<file path="config.mk">
export PLATFORM = sky130hd
export DESIGN_NAME = ir_queue
export DESIGN_NICKNAME = d
export VERILOG_FILES = /design/src/rtl/ir_queue.sv
export SDC_FILE = /design/constraint.sdc
export NUM_CORES = 1
export LEC_CHECK = 0
export BUFFER_PORTS_ARGS = -buffer_cell sky130_fd_sc_hd__buf_2
export CAP_MARGIN = 20
export CORE_AREA = 2 2 196 198
export DETAILED_ROUTE_END_ITERATION = 8
export DIE_AREA = 0 0 198 200
export PLACE_DENSITY_LB_ADDON = 0.3
export SYNTH_ARGS = -nofsm -noshare
export SYNTH_HDL_FRONTEND = slang
export SYNTH_SLANG_ARGS = --single-unit
</file>
<file path="constraint.sdc">
create_clock -name clk_i -period 14.3 [get_ports clk_i]
set_clock_uncertainty 0.1 [all_clocks]
set_input_delay 1.43 -clock clk_i [delete_from_list [all_inputs] [get_ports clk_i]]
set_output_delay 1.43 -clock clk_i [all_outputs]
set_load 0.005 [all_outputs]
</file>
<file path="src/rtl/ir_queue.sv">
// rtl/ir_queue.sv - two-wide in-order instruction queue between branch predictor and decode
package ir_queue_pkg;
    typedef struct packed {
        logic [31:0] pc;
        logic [31:0] instr;
        logic        ptaken;
        logic [31:0] ptarget;
    } ir_reg_t;

    localparam ir_reg_t NULL_IR_REG = '0;
endpackage

module ir_queue
    import ir_queue_pkg::*;
#(
    parameter int Depth = 4,
    localparam int CntW = $clog2(Depth) + 1
) (
    input  logic            clk_i,
    input  logic            rst_ni,
    input  logic            flush_i,
    input  logic [1:0]      in_valid_i,
    input  ir_reg_t         in_instr0_i,
    input  ir_reg_t         in_instr1_i,
    output logic [1:0]      ds_rdy_o,
    output logic [1:0]      out_valid_o,
    output ir_reg_t         out_instr0_o,
    output ir_reg_t         out_instr1_o,
    input  logic [1:0]      out_ack_i,
    output logic [CntW-1:0] count_o
);
    localparam int PtrW = $clog2(Depth);
    localparam logic [CntW-1:0] DEPTH_C = CntW'(Depth);

    ir_reg_t         r_mem [Depth];
    logic [PtrW-1:0] r_wr_ptr;
    logic [PtrW-1:0] r_rd_ptr;
    logic [CntW-1:0] r_count;

    logic            w_wr0, w_wr1, w_rd0, w_rd1;
    logic [PtrW-1:0] w_wr_ptr1, w_rd_ptr1;
    logic [PtrW-1:0] w_wr_step, w_rd_step;
    logic [CntW-1:0] w_wr_n, w_rd_n;

    // Ready looks only at registered occupancy so predictor timing never depends on decode.
    assign ds_rdy_o[0]    = (r_count < DEPTH_C);
    assign ds_rdy_o[1]    = (r_count <= DEPTH_C - CntW'(2));
    assign out_valid_o[0] = (r_count >= CntW'(1));
    assign out_valid_o[1] = (r_count >= CntW'(2));

    assign w_wr0 = in_valid_i[0] & ds_rdy_o[0] & ~flush_i;
    assign w_wr1 = in_valid_i[1] & ds_rdy_o[1] & w_wr0;
    assign w_rd0 = out_ack_i[0] & out_valid_o[0];
    assign w_rd1 = out_ack_i[1] & out_valid_o[1] & w_rd0;

    assign w_wr_ptr1 = r_wr_ptr + PtrW'(1);
    assign w_rd_ptr1 = r_rd_ptr + PtrW'(1);
    assign w_wr_step = PtrW'(w_wr0) + PtrW'(w_wr1);
    assign w_rd_step = PtrW'(w_rd0) + PtrW'(w_rd1);
    assign w_wr_n    = CntW'(w_wr0) + CntW'(w_wr1);
    assign w_rd_n    = CntW'(w_rd0) + CntW'(w_rd1);

    assign out_instr0_o = out_valid_o[0] ? r_mem[r_rd_ptr]  : NULL_IR_REG;
    assign out_instr1_o = out_valid_o[1] ? r_mem[w_rd_ptr1] : NULL_IR_REG;
    assign count_o      = r_count;

    always_ff @(posedge clk_i or negedge rst_ni) begin
        if (!rst_ni) begin
            r_wr_ptr <= '0;
            r_rd_ptr <= '0;
            r_count  <= '0;
        end else if (flush_i) begin
            r_rd_ptr <= r_wr_ptr;
            r_count  <= '0;
        end else begin
            r_wr_ptr <= r_wr_ptr + w_wr_step;
            r_rd_ptr <= r_rd_ptr + w_rd_step;
            r_count  <= r_count + w_wr_n - w_rd_n;
        end
    end

    // Payload storage carries no reset; validity comes solely from the count.
    always_ff @(posedge clk_i) begin
        if (w_wr0) r_mem[r_wr_ptr]  <= in_instr0_i;
        if (w_wr1) r_mem[w_wr_ptr1] <= in_instr1_i;
    end
endmodule
</file>
==> results of run 1 <==
## flip-flops by register name, indices dropped and copies added (netlist names)
name / flops
count_o: 3
r_rd_ptr: 2
r_wr_ptr: 2
r_mem: 388
## logic make-up after synthesis
| logic type | share of synthesized area |
|---|---|
| adder cells (fa/ha/maj) | 0.00430 |
| AND/OR/NAND/NOR | 0.0607 |
| flip-flops | 0.521 |
| XOR/XNOR | 0.00154 |
| multiplexers | 0.385 |
| AO/OA/AOI/OAI | 0.00248 |
| buffers and inverters | 0.0244 |
## through the flow
stage | std cells | hold WS, ns | total power, mW
floorplan | 1329 | 0.591 | 2.84
global placement | 2152 | 0.624 | 3.42
finish | 2254 | 0.590 | 4.53
detailed placement | 2152 | 0.663 | 3.46
CTS | 2229 | 0.571 | 4.56
global route | 2250 | 0.589 | 4.75
## cell usage in the layout (no fill, tap or decap), types with 2 or more instances in the layout
cell type / Yosys / layout
and2_1: 194 / 194
bufinv_16: 0 / 4
dfrtp_4: 0 / 2
nand4_4: 2 / 2
nor2b_1: 2 / 2
nand2_1: 5 / 4
clkinv_1: 0 / 9
o21ai_0: 4 / 4
buf_2: 28 / 401
clkbuf_8: 0 / 2
inv_1: 11 / 11
diode_2: 0 / 23
dfrtp_1: 7 / 5
fa_1: 3 / 3
ha_1: 3 / 3
clkinv_2: 0 / 7
o31ai_4: 0 / 2
nor2_1: 5 / 3
mux2_1: 30 / 30
buf_16: 0 / 2
xnor2_1: 4 / 4
edfxtp_1: 388 / 388
clkbuf_16: 0 / 45
a21oi_1: 2 / 2
mux2_2: 358 / 358
clkbuf_1: 57 / 10
nor2_4: 0 / 2
mux4_2: 194 / 194
buf_4: 4 / 18
## worst reg2reg max path: stages (launching register included)
cell and delay (ns):
dfrtp_1 0.42, or3b_4 0.48, inv_2 0.20, nand4_4 0.82
o31ai_4 0.27, buf_4 0.64, buf_4 0.76
## path summary, 6_finish.rpt
check / from / end / slack (ns) / depth (start not counted)
min in group clk_i: count_o[0] / count_o[0] / 0.67 / 3
worst max-delay path: r_rd_ptr[0] / out_instr0_o[24] / 9.46 / 4
worst max register to register: count_o[2] / r_mem[2][73] / 10.20 / 6
max in group asynchronous: rst_ni / r_rd_ptr[1] / 13.34 / 1
worst min-delay path: rst_ni / count_o[1] / 0.59 / 1
worst min register to register: count_o[0] / count_o[0] / 0.67 / 3
## synthesized netlist by cell type, types with 5 or more instances
master | n | area, um2
clkbuf_1 | 57 | 214
buf_6 | 7 | 78.8
and2_1 | 194 | 1210
inv_1 | 11 | 41.3
mux2_1 | 30 | 338
edfxtp_1 | 388 | 11700
nand2_1 | 5 | 18.8
dfrtp_1 | 7 | 175
mux4_2 | 194 | 4370
buf_1 | 12 | 45.0
nor2_1 | 5 | 18.8
buf_2 | 28 | 140
mux2_2 | 358 | 4030
## power by group through the flow
stage                     logic [mW]  clock network [mW]  registers [mW]
after CTS                       1.85                1.11            1.60
after global placement          1.81                   0            1.61
after detailed placement        1.84                   0            1.62
after global routing            1.98                1.15            1.62
final                           1.83                1.10            1.60
after floorplan                 1.29                   0            1.55
## cell type report
class,instances,area (um2),share of cell area
sequential,395,11800,0.446
tap,511,639,0.0241
timing repair buffer,422,2220,0.0836
clock inverter,20,189,0.00712
inverter,12,45.0,0.00170
clock buffer,57,1190,0.0449
multi-input combinational,814,10400,0.390
antenna,23,57.6,0.00217
## per-layer routing
| layer | track usage | share of wire | vias up |
|---|---|---|---|
| met1 | 0.366 | 0.37 | 7302 |
| li1 | - | - | 6087 |
| met3 | 0.0726 | 0.085 | 121 |
| met4 | 0.138 | 0.039 | 20 |
| met5 | 0 | 0.0023 | - |
| met2 | 0.481 | 0.50 | 574 |
==> results.json, run 1 <==
{
  "maxCapViolations": 0,
  "tightest_slew_ns": 1.10,
  "cts_tree": "built",
  "antenna_left": 0,
  "grt_usage": 0.291,
  "postPlaceCellArea_um2": 25000,
  "crit_fanout": 70,
  "preCtsSetupSlack_ns": 8.93,
  "hpwlAfterDp_um": 35900,
  "synth_cells": 1329,
  "critical_path.max_stage_delay_ns": 1.01,
  "p_clk_frac": 0.243,
  "setup_ws_ns": 9.46,
  "wire_per_inst_um": 25.6,
  "drive_above_1_share": 0.609,
  "ir_drop_uv": 152,
  "cts_buffer_depth": 3,
  "grt_first_pass_wirelength_um": 86200,
  "routed_wl_um": 57700,
  "antenna_found_initial": 32,
  "gp_congestion": 0.796,
  "grt_pass1_vias": 14559,
  "synth_edf_count": 388,
  "cts_hold_buf": 0,
  "io_pins": 402,
  "die_x_um": 198,
  "crit_slowest_cell": "dfrtp_4",
  "fmaxAchievable_ghz": 0.207,
  "pwr-share-seq": 0.353,
  "sw_frac_of_total": 0.317,
  "status": "finished clean",
  "crit_path_end_kind": "output port",
  "syn_area_um2": 22700,
  "setup_viol": 0,
  "cp_top_family": "flip-flops",
  "overflow": 0,
  "yosys_register_bits": 395,
  "cts_buffers": 42,
  "relSlewSlack": 0.267,
  "clock_latency_ns": 0.56,
  "ys.flop_type": "edfxtp_1",
  "hold_violations": 0,
  "ctsResizeCount": 0,
  "vias": 14104,
  "worstPathArrival_ns": 3.31,
  "fin_util": 0.709,
  "maxSlewViolCount": 0,
  "async_flop_share": 0.0177,
  "clk_pin_slew_ns": 0.06,
  "die_height_um": 200,
  "avgSynthCellArea_um2": 17.1,
  "initial_core_util": 0.607,
  "drt_pass1_iterations": 7,
  "rsz0062_at_grt": "no",
  "drt_iter0_drc": 1021,
  "p_sw_mw": 1.44,
  "io_buffers": 401,
  "root_buffer": "clkbuf_16",
  "row_count": 71,
  "syn2layout_area_growth_pct": 16.9,
  "coreArea_um2": 37400,
  "period_needed_ns": 4.84,
  "h-tree-depth": 2,
  "yosysSeqAreaShare": 0.521,
  "grt_max_degree": 105,
  "internal_power_mw": 3.10,
  "drc": 0,
  "fin_tns_setup_ns": 0,
  "path_cells": "buf_4 > mux4_2 > and2_1 > buf_2",
  "crit_type": "reg2out",
  "postCtsSetupRepairBufs": 0,
  "power_density_nw_per_um2": 171,
  "required_ns": 12.77,
  "crit_buf_inv": 2,
  "fillers": 2445,
  "die_area_um2": 39600,
  "cts_num_sinks": 395,
  "combPwrFrac": 0.404,
  "stdcell_area_um2": 26500,
  "synth_warnings": 0,
  "vias_per_cell": 6.26,
  "hp-class": "in2async",
  "start_kind": "flip-flop",
  "synth_fp_nets": 1536,
  "timing.final.crit_share": 0.338,
  "num-nets-final": 1894,
  "ys_types": 29,
  "p_leak_nw": 9.76
}
(Power assumes the default switching activity.)
==> inputs of run 2 (changes only) <==
--- a/config.mk
+++ b/config.mk
@@ -7,9 +7,9 @@
 export LEC_CHECK = 0
 export BUFFER_PORTS_ARGS = -buffer_cell sky130_fd_sc_hd__buf_2
 export CAP_MARGIN = 20
-export CORE_AREA = 2 2 196 198
+export CORE_AREA = 2 2 203 205
 export DETAILED_ROUTE_END_ITERATION = 8
-export DIE_AREA = 0 0 198 200
+export DIE_AREA = 0 0 205 207
 export PLACE_DENSITY_LB_ADDON = 0.3
 export SYNTH_ARGS = -nofsm -noshare
 export SYNTH_HDL_FRONTEND = slang
==> constraint.sdc (replaced) <==
create_clock -name clk_i -period 4.55 [get_ports clk_i]
set_clock_uncertainty 0.1 [all_clocks]
set_input_delay 0.455 -clock clk_i [delete_from_list [all_inputs] [get_ports clk_i]]
set_output_delay 0.455 -clock clk_i [all_outputs]
set_load 0.005 [all_outputs]
==> run 2 against run 1 <==
  * Clock-buffer cell count decreased by 3
  * Global-route usage decreased by 1.6 points
  * Die area increased by 7.2%
  * Via count increased by 1.7%
  * Utilization decreased by 5.2 points
  * Highest routed layer unchanged
==> results.json, run 2 (synthesized netlist as in run 1, its figures left out) <==
{
  "hp-class": "in2reg",
  "period_needed_ns": 3.33,
  "h-tree-depth": 2,
  "p_leak_nw": 9.74,
  "vias": 14337,
  "io_buffers": 401,
  "crit_fanout": 79,
  "cts_num_sinks": 395,
  "worstReg2RegStart": "count_o[2]",
  "wire_per_inst_um": 25.8,
  "rsz0062_at_grt": "no",
  "vias_per_cell": 6.32,
  "required_ns": 3.99,
  "power_density_nw_per_um2": 531,
  "mostFrequentLayoutCell": "buf_2",
  "status": "finished clean",
  "clk_pin_slew_ns": 0.06,
  "p_sw_mw": 4.54,
  "grt_first_pass_wirelength_um": 88500,
  "drive_above_1_share": 0.608,
  "die_area_um2": 42400,
  "r2r_end": "r_mem[3][2]",
  "grt_pass1_vias": 14707,
  "pwr-share-seq": 0.353,
  "coreArea_um2": 40400,
  "clock_latency_ns": 0.56,
  "combPwrFrac": 0.419,
  "crit_path_end_kind": "output port",
  "worstPathArrival_ns": 2.77,
  "grt_max_degree": 98,
  "cts_buffer_depth": 3,
  "row_count": 74,
  "hold_violations": 0,
  "root_buffer": "clkbuf_16",
  "fillers": 2857,
  "routed_wl_um": 58500,
  "drc": 0,
  "die_height_um": 207,
  "fin_tns_setup_ns": 0,
  "postCtsSetupRepairBufs": 0,
  "gp_congestion": 0.824,
  "sw_frac_of_total": 0.323,
  "p_clk_frac": 0.228,
  "drt_iter0_drc": 1171,
  "worst_r2r_path_depth": 5,
  "largest_register": "r_mem",
  "maxCapViolations": 0,
  "tightest_slew_ns": 0.872,
  "internal_power_mw": 9.54,
  "ir_drop_uv": 516,
  "initial_core_util": 0.562,
  "num-nets-final": 1898,
  "start_kind": "flip-flop",
  "mostFrequentLayoutCells": "buf_2, edfxtp_1, mux2_2",
  "syn2layout_area_growth_pct": 17.0,
  "largest_reg_flops": 388,
  "fmaxAchievable_ghz": 0.301,
  "maxSlewViolCount": 0,
  "cp-endpoint": "out_instr1_o[75]",
  "crit_type": "reg2out",
  "die_x_um": 205,
  "preCtsSetupSlack_ns": 1.39,
  "antenna_left": 0,
  "relSlewSlack": 0.416,
  "overflow": 0,
  "setup_ws_ns": 1.22,
  "crit_start": "r_rd_ptr[0]",
  "grt_usage": 0.276,
  "cts_tree": "built",
  "cts_buffers": 42,
  "r2r_slack_ns": 1.56,
  "timing.final.crit_share": 0.731,
  "io_pins": 402,
  "setup_viol": 0,
  "antenna_found_initial": 25,
  "drt_pass1_iterations": 4,
  "hpwlAfterDp_um": 36000
}
==> run 2: cell count changes in the layout (fill, tap and decap cells not counted) <==
| cell | before | now |
|---|---|---|
| clkinv_2 | 7 | 6 |
| dlygate4sd3_1 | 0 | 1 |
| clkbuf_8 | 2 | 0 |
| diode_2 | 23 | 18 |
| clkbuf_1 | 10 | 9 |
| buf_4 | 18 | 13 |
| or3_4 | 0 | 1 |
| buf_16 | 2 | 0 |
| or3_2 | 1 | 0 |
| bufinv_16 | 4 | 1 |
| buf_12 | 1 | 11 |
==> run 2: worst min path at each step <==
stage / from / end / slack (ns) / depth (start not counted)
finish: flush_i / count_o[2] / 0.06 / 2
global route: flush_i / count_o[2] / 0.07 / 2
CTS: flush_i / count_o[2] / 0.03 / 2
detailed placement: rst_ni / count_o[0] / 0.20 / 1
global placement: rst_ni / count_o[1] / 0.19 / 1
floorplan: rst_ni / count_o[0] / 0.06 / 0
==> run 2: stage by stage <==
step | cell area (um2) | hold slack (ns) | power, mW | cells | utilization
3_5_place_dp | 25200 | 0.198 | 11.0 | 2178 | 0.625
4_1_cts | 26500 | 0.0336 | 14.2 | 2249 | 0.656
6_report | 26500 | 0.0567 | 14.1 | 2267 | 0.657
2_1_floorplan | 22700 | 0.0594 | 8.91 | 1329 | -
3_3_place_gp | 25200 | 0.194 | 10.9 | 2178 | 0.625
5_1_grt | 26500 | 0.0680 | 14.8 | 2260 | 0.657
==> run 2: routing by layer <==
layer	up-vias	wire length (um)	GRT usage	share of wire
met2	638	28500	0.436	0.49
li1	6094	-	-	-
met5	-	133	0	0.0023
met4	20	1300	0.0858	0.022
met1	7484	23600	0.380	0.40
met3	101	4990	0.0670	0.085
==> run 2: layout make-up <==
cell class                 instances  area, um2  share of cell area
clock buffer                      54       1160              0.0437
inverter                          12       45.0             0.00170
timing repair buffer             426       2330              0.0880
tap                              532        666              0.0251
antenna                           18       45.0             0.00170
clock inverter                    16       93.8             0.00354
sequential                       395      11800               0.446
multi-input combinational        814      10400               0.390
==> run 2: repair_timing <==
item / 4_1_cts / 5_1_grt
hold buffers: 1 / 0
hold endpoints to repair: 7 / 0
gates resized for setup: 0 / 0
endpoints found under the setup margin: 0 / 0
==> run 2: critical path: stages, from the launching register on <==
cell and delay (ns):
dfrtp_4 0.95, buf_12 0.43, mux4_2 0.39, and2_1 0.20
buf_2 0.13
==> run 2: power groups by stage <==
stage | Clock (mW) | Combinational, mW | Sequential, mW
after floorplan | 0 | 4.06 | 4.84
after global placement | 0 | 5.88 | 5.00
after detailed placement | 0 | 5.96 | 5.04
after CTS | 3.26 | 5.98 | 4.97
after global routing | 3.38 | 6.34 | 5.02
final | 3.21 | 5.90 | 4.97
==> inputs of run 3 (changes only) <==
--- a/config.mk
+++ b/config.mk
@@ -7,9 +7,9 @@
 export LEC_CHECK = 0
 export BUFFER_PORTS_ARGS = -buffer_cell sky130_fd_sc_hd__buf_2
 export CAP_MARGIN = 20
-export CORE_AREA = 2 2 203 205
+export CORE_AREA = 2 2 212 214
 export DETAILED_ROUTE_END_ITERATION = 8
-export DIE_AREA = 0 0 205 207
+export DIE_AREA = 0 0 214 216
 export PLACE_DENSITY_LB_ADDON = 0.3
 export SYNTH_ARGS = -nofsm -noshare
 export SYNTH_HDL_FRONTEND = slang
==> constraint.sdc (replaced) <==
create_clock -name clk_i -period 2.7 [get_ports clk_i]
set_clock_uncertainty 0.1 [all_clocks]
set_input_delay 0.27 -clock clk_i [delete_from_list [all_inputs] [get_ports clk_i]]
set_output_delay 0.27 -clock clk_i [all_outputs]
set_load 0.005 [all_outputs]
==> run 3 against run 2 <==
  * Combinational power rose by 100%
  * Clock-buffer cell count rose by 2
  * Power up 85%
  * Critical path depth did not move
  * Worst hold slack improved by 0.20 ns
  * Die area up 8.9%
  * Flip-flop and latch count unchanged
  * Non-clock buffer count rose by 232
  * First-iteration DRC count shrank 6.5%
  * Clock power up 86%
==> results.json, run 3 (synthesized netlist as in run 1, its figures left out) <==
{
  "syn2layout_area_growth_pct": 30.6,
  "rsz0062_at_grt": "yes",
  "fmaxAchievable_ghz": 0.374,
  "largest_register": "r_mem",
  "die_x_um": 214,
  "crit_slowest_cell": "dfrtp_4",
  "start_kind": "flip-flop",
  "drt_iter0_drc": 1095,
  "internal_power_mw": 17.8,
  "whs_path_depth": 6,
  "pwr-share-seq": 0.313,
  "antenna_left": 0,
  "grt_max_degree": 88,
  "crit_fanout": 87,
  "cts_buffers": 44,
  "min_from": "out_ack_i[0]",
  "timing.final.crit_share": 0.990,
  "maxCapViolations": 0,
  "relSlewSlack": 0.560,
  "sw_frac_of_total": 0.317,
  "hpwlAfterDp_um": 38100,
  "grt_first_pass_wirelength_um": 97000,
  "critical_path.max_stage_delay_ns": 0.47,
  "mostFrequentLayoutCells": "edfxtp_1, buf_2, mux2_2",
  "vias": 15327,
  "coreArea_um2": 43800,
  "hp-class": "in2reg",
  "grt_pass1_vias": 16294,
  "drive_above_1_share": 0.567,
  "cts_tree": "built",
  "p_sw_mw": 8.29,
  "p_leak_nw": 11.0,
  "h-tree-depth": 2,
  "cts_num_sinks": 395,
  "row_count": 77,
  "largest_reg_flops": 388,
  "wire_per_inst_um": 25.2,
  "r2r_slack_ns": 0.21,
  "clk_pin_slew_ns": 0.06,
  "path_cells": "buf_12 > mux4_2 > and2_1 > buf_2",
  "antenna_found_initial": 4,
  "die_area_um2": 46200,
  "io_buffers": 401,
  "ir_drop_uv": 634,
  "fin_util": 0.676,
  "routed_wl_um": 64400,
  "cp_top_family": "buffers and inverters",
  "vias_per_cell": 6.01,
  "root_buffer": "clkbuf_16",
  "r2r_end": "count_o[2]",
  "drt_pass1_iterations": 5,
  "fillers": 2993,
  "io_pins": 402,
  "hold_violations": 0,
  "mostFrequentLayoutCell": "edfxtp_1",
  "fin_tns_setup_ns": 0,
  "hold_path_end": "r_rd_ptr[0]",
  "initial_core_util": 0.517,
  "required_ns": 2.33,
  "die_height_um": 216,
  "p_clk_frac": 0.229,
  "cts_buffer_depth": 3,
  "holdWs_ns": 0.258,
  "crit_path_end_kind": "output port",
  "drc": 0,
  "power_density_nw_per_um2": 882,
  "status": "finished clean",
  "crit_type": "reg2out",
  "worstReg2RegStart": "count_o[2]",
  "worst_r2r_path_depth": 11,
  "grt_usage": 0.275,
  "overflow": 0,
  "clock_latency_ns": 0.57,
  "setup_viol": 0,
  "worstPathArrival_ns": 2.30,
  "crit_buf_inv": 2,
  "combPwrFrac": 0.458,
  "period_needed_ns": 2.67,
  "num-nets-final": 2132,
  "maxSlewViolCount": 0,
  "tightest_slew_ns": 0.660,
  "gp_congestion": 0.803
}
## run 3: cell types whose count changed in the layout (fill, tap and decap cells not counted), sizes merged
cell         delta
buf            +31
bufinv          +4
clkbuf          +7
clkinv          -1
clkinvlp        +1
diode          -15
dlygate4sd3   +196
## run 3: worst max-delay path by stage
stage,cells after the start,start,to,slack (ns)
global placement,11,flush_i,count_o[2],0.24
finish,4,r_rd_ptr[0],out_instr1_o[5],0.03
CTS,5,r_rd_ptr[1],out_instr1_o[93],-0.007
global route,5,r_rd_ptr[1],out_instr0_o[37],-0.02
floorplan,2,count_o[2],r_mem[2][0],-1.21
detailed placement,11,flush_i,count_o[2],0.20
## run 3: worst register-to-register path, cell delays in order (launching register included)
cell	delay, ns
dfrtp_1	0.43
or3_4	0.41
nand2_1	0.11
a21oi_1	0.06
ha_1	0.27
inv_1	0.05
fa_1	0.39
inv_1	0.06
ha_1	0.16
xnor2_1	0.14
xnor2_1	0.14
nor2_1	0.05
## run 3: timing repair
| item | CTS | global route |
|---|---|---|
| hold endpoints to repair | 401 | 0 |
| gates cloned | 7 | 5 |
| resized for setup | 26 | 33 |
| setup buffers | 3 | 0 |
| setup endpoints to repair | 151 | 102 |
| hold buffers | 197 | 0 |
## run 3: stage by stage
step | cells | power (mW) | setup WS (ns) | area, um2
6_report | 2550 | 26.1 | 0.0257 | 29600
3_5_place_dp | 2259 | 18.8 | 0.203 | 25600
2_1_floorplan | 1329 | 15.0 | -1.21 | 22700
4_1_cts | 2542 | 25.7 | -0.00671 | 29300
3_3_place_gp | 2259 | 18.6 | 0.245 | 25600
5_1_grt | 2550 | 27.3 | -0.0179 | 29600
## run 3: area by class of cell
class                   count  area (um2)  share of cell area
repair buffers            658        5170               0.175
well taps                 592         741              0.0250
clock buffers              56        1190              0.0401
flip-flops and latches    395       11800               0.400
diodes                      3        7.51            0.000253
inverters                  12        45.0             0.00152
multi-input cells         814       10400               0.351
clock inverters            20         220             0.00743
## run 3: per-layer routing
metal | vias to the layer above | global-route usage | share of wire
li1 | 6538 | - | -
met1 | 7938 | 0.361 | 0.39
met2 | 741 | 0.461 | 0.51
met3 | 108 | 0.0529 | 0.077
met4 | 2 | 0.0928 | 0.023
met5 | - | 0 | 0.00011
## run 3: power by group through the flow
stage | combinational, mW | clock (mW) | sequential [mW]
finish | 12.0 | 5.98 | 8.16
global route | 12.7 | 6.31 | 8.23
CTS | 11.5 | 6.08 | 8.14
detailed placement | 10.5 | 0 | 8.26
global placement | 10.4 | 0 | 8.19
floorplan | 6.88 | 0 | 8.09
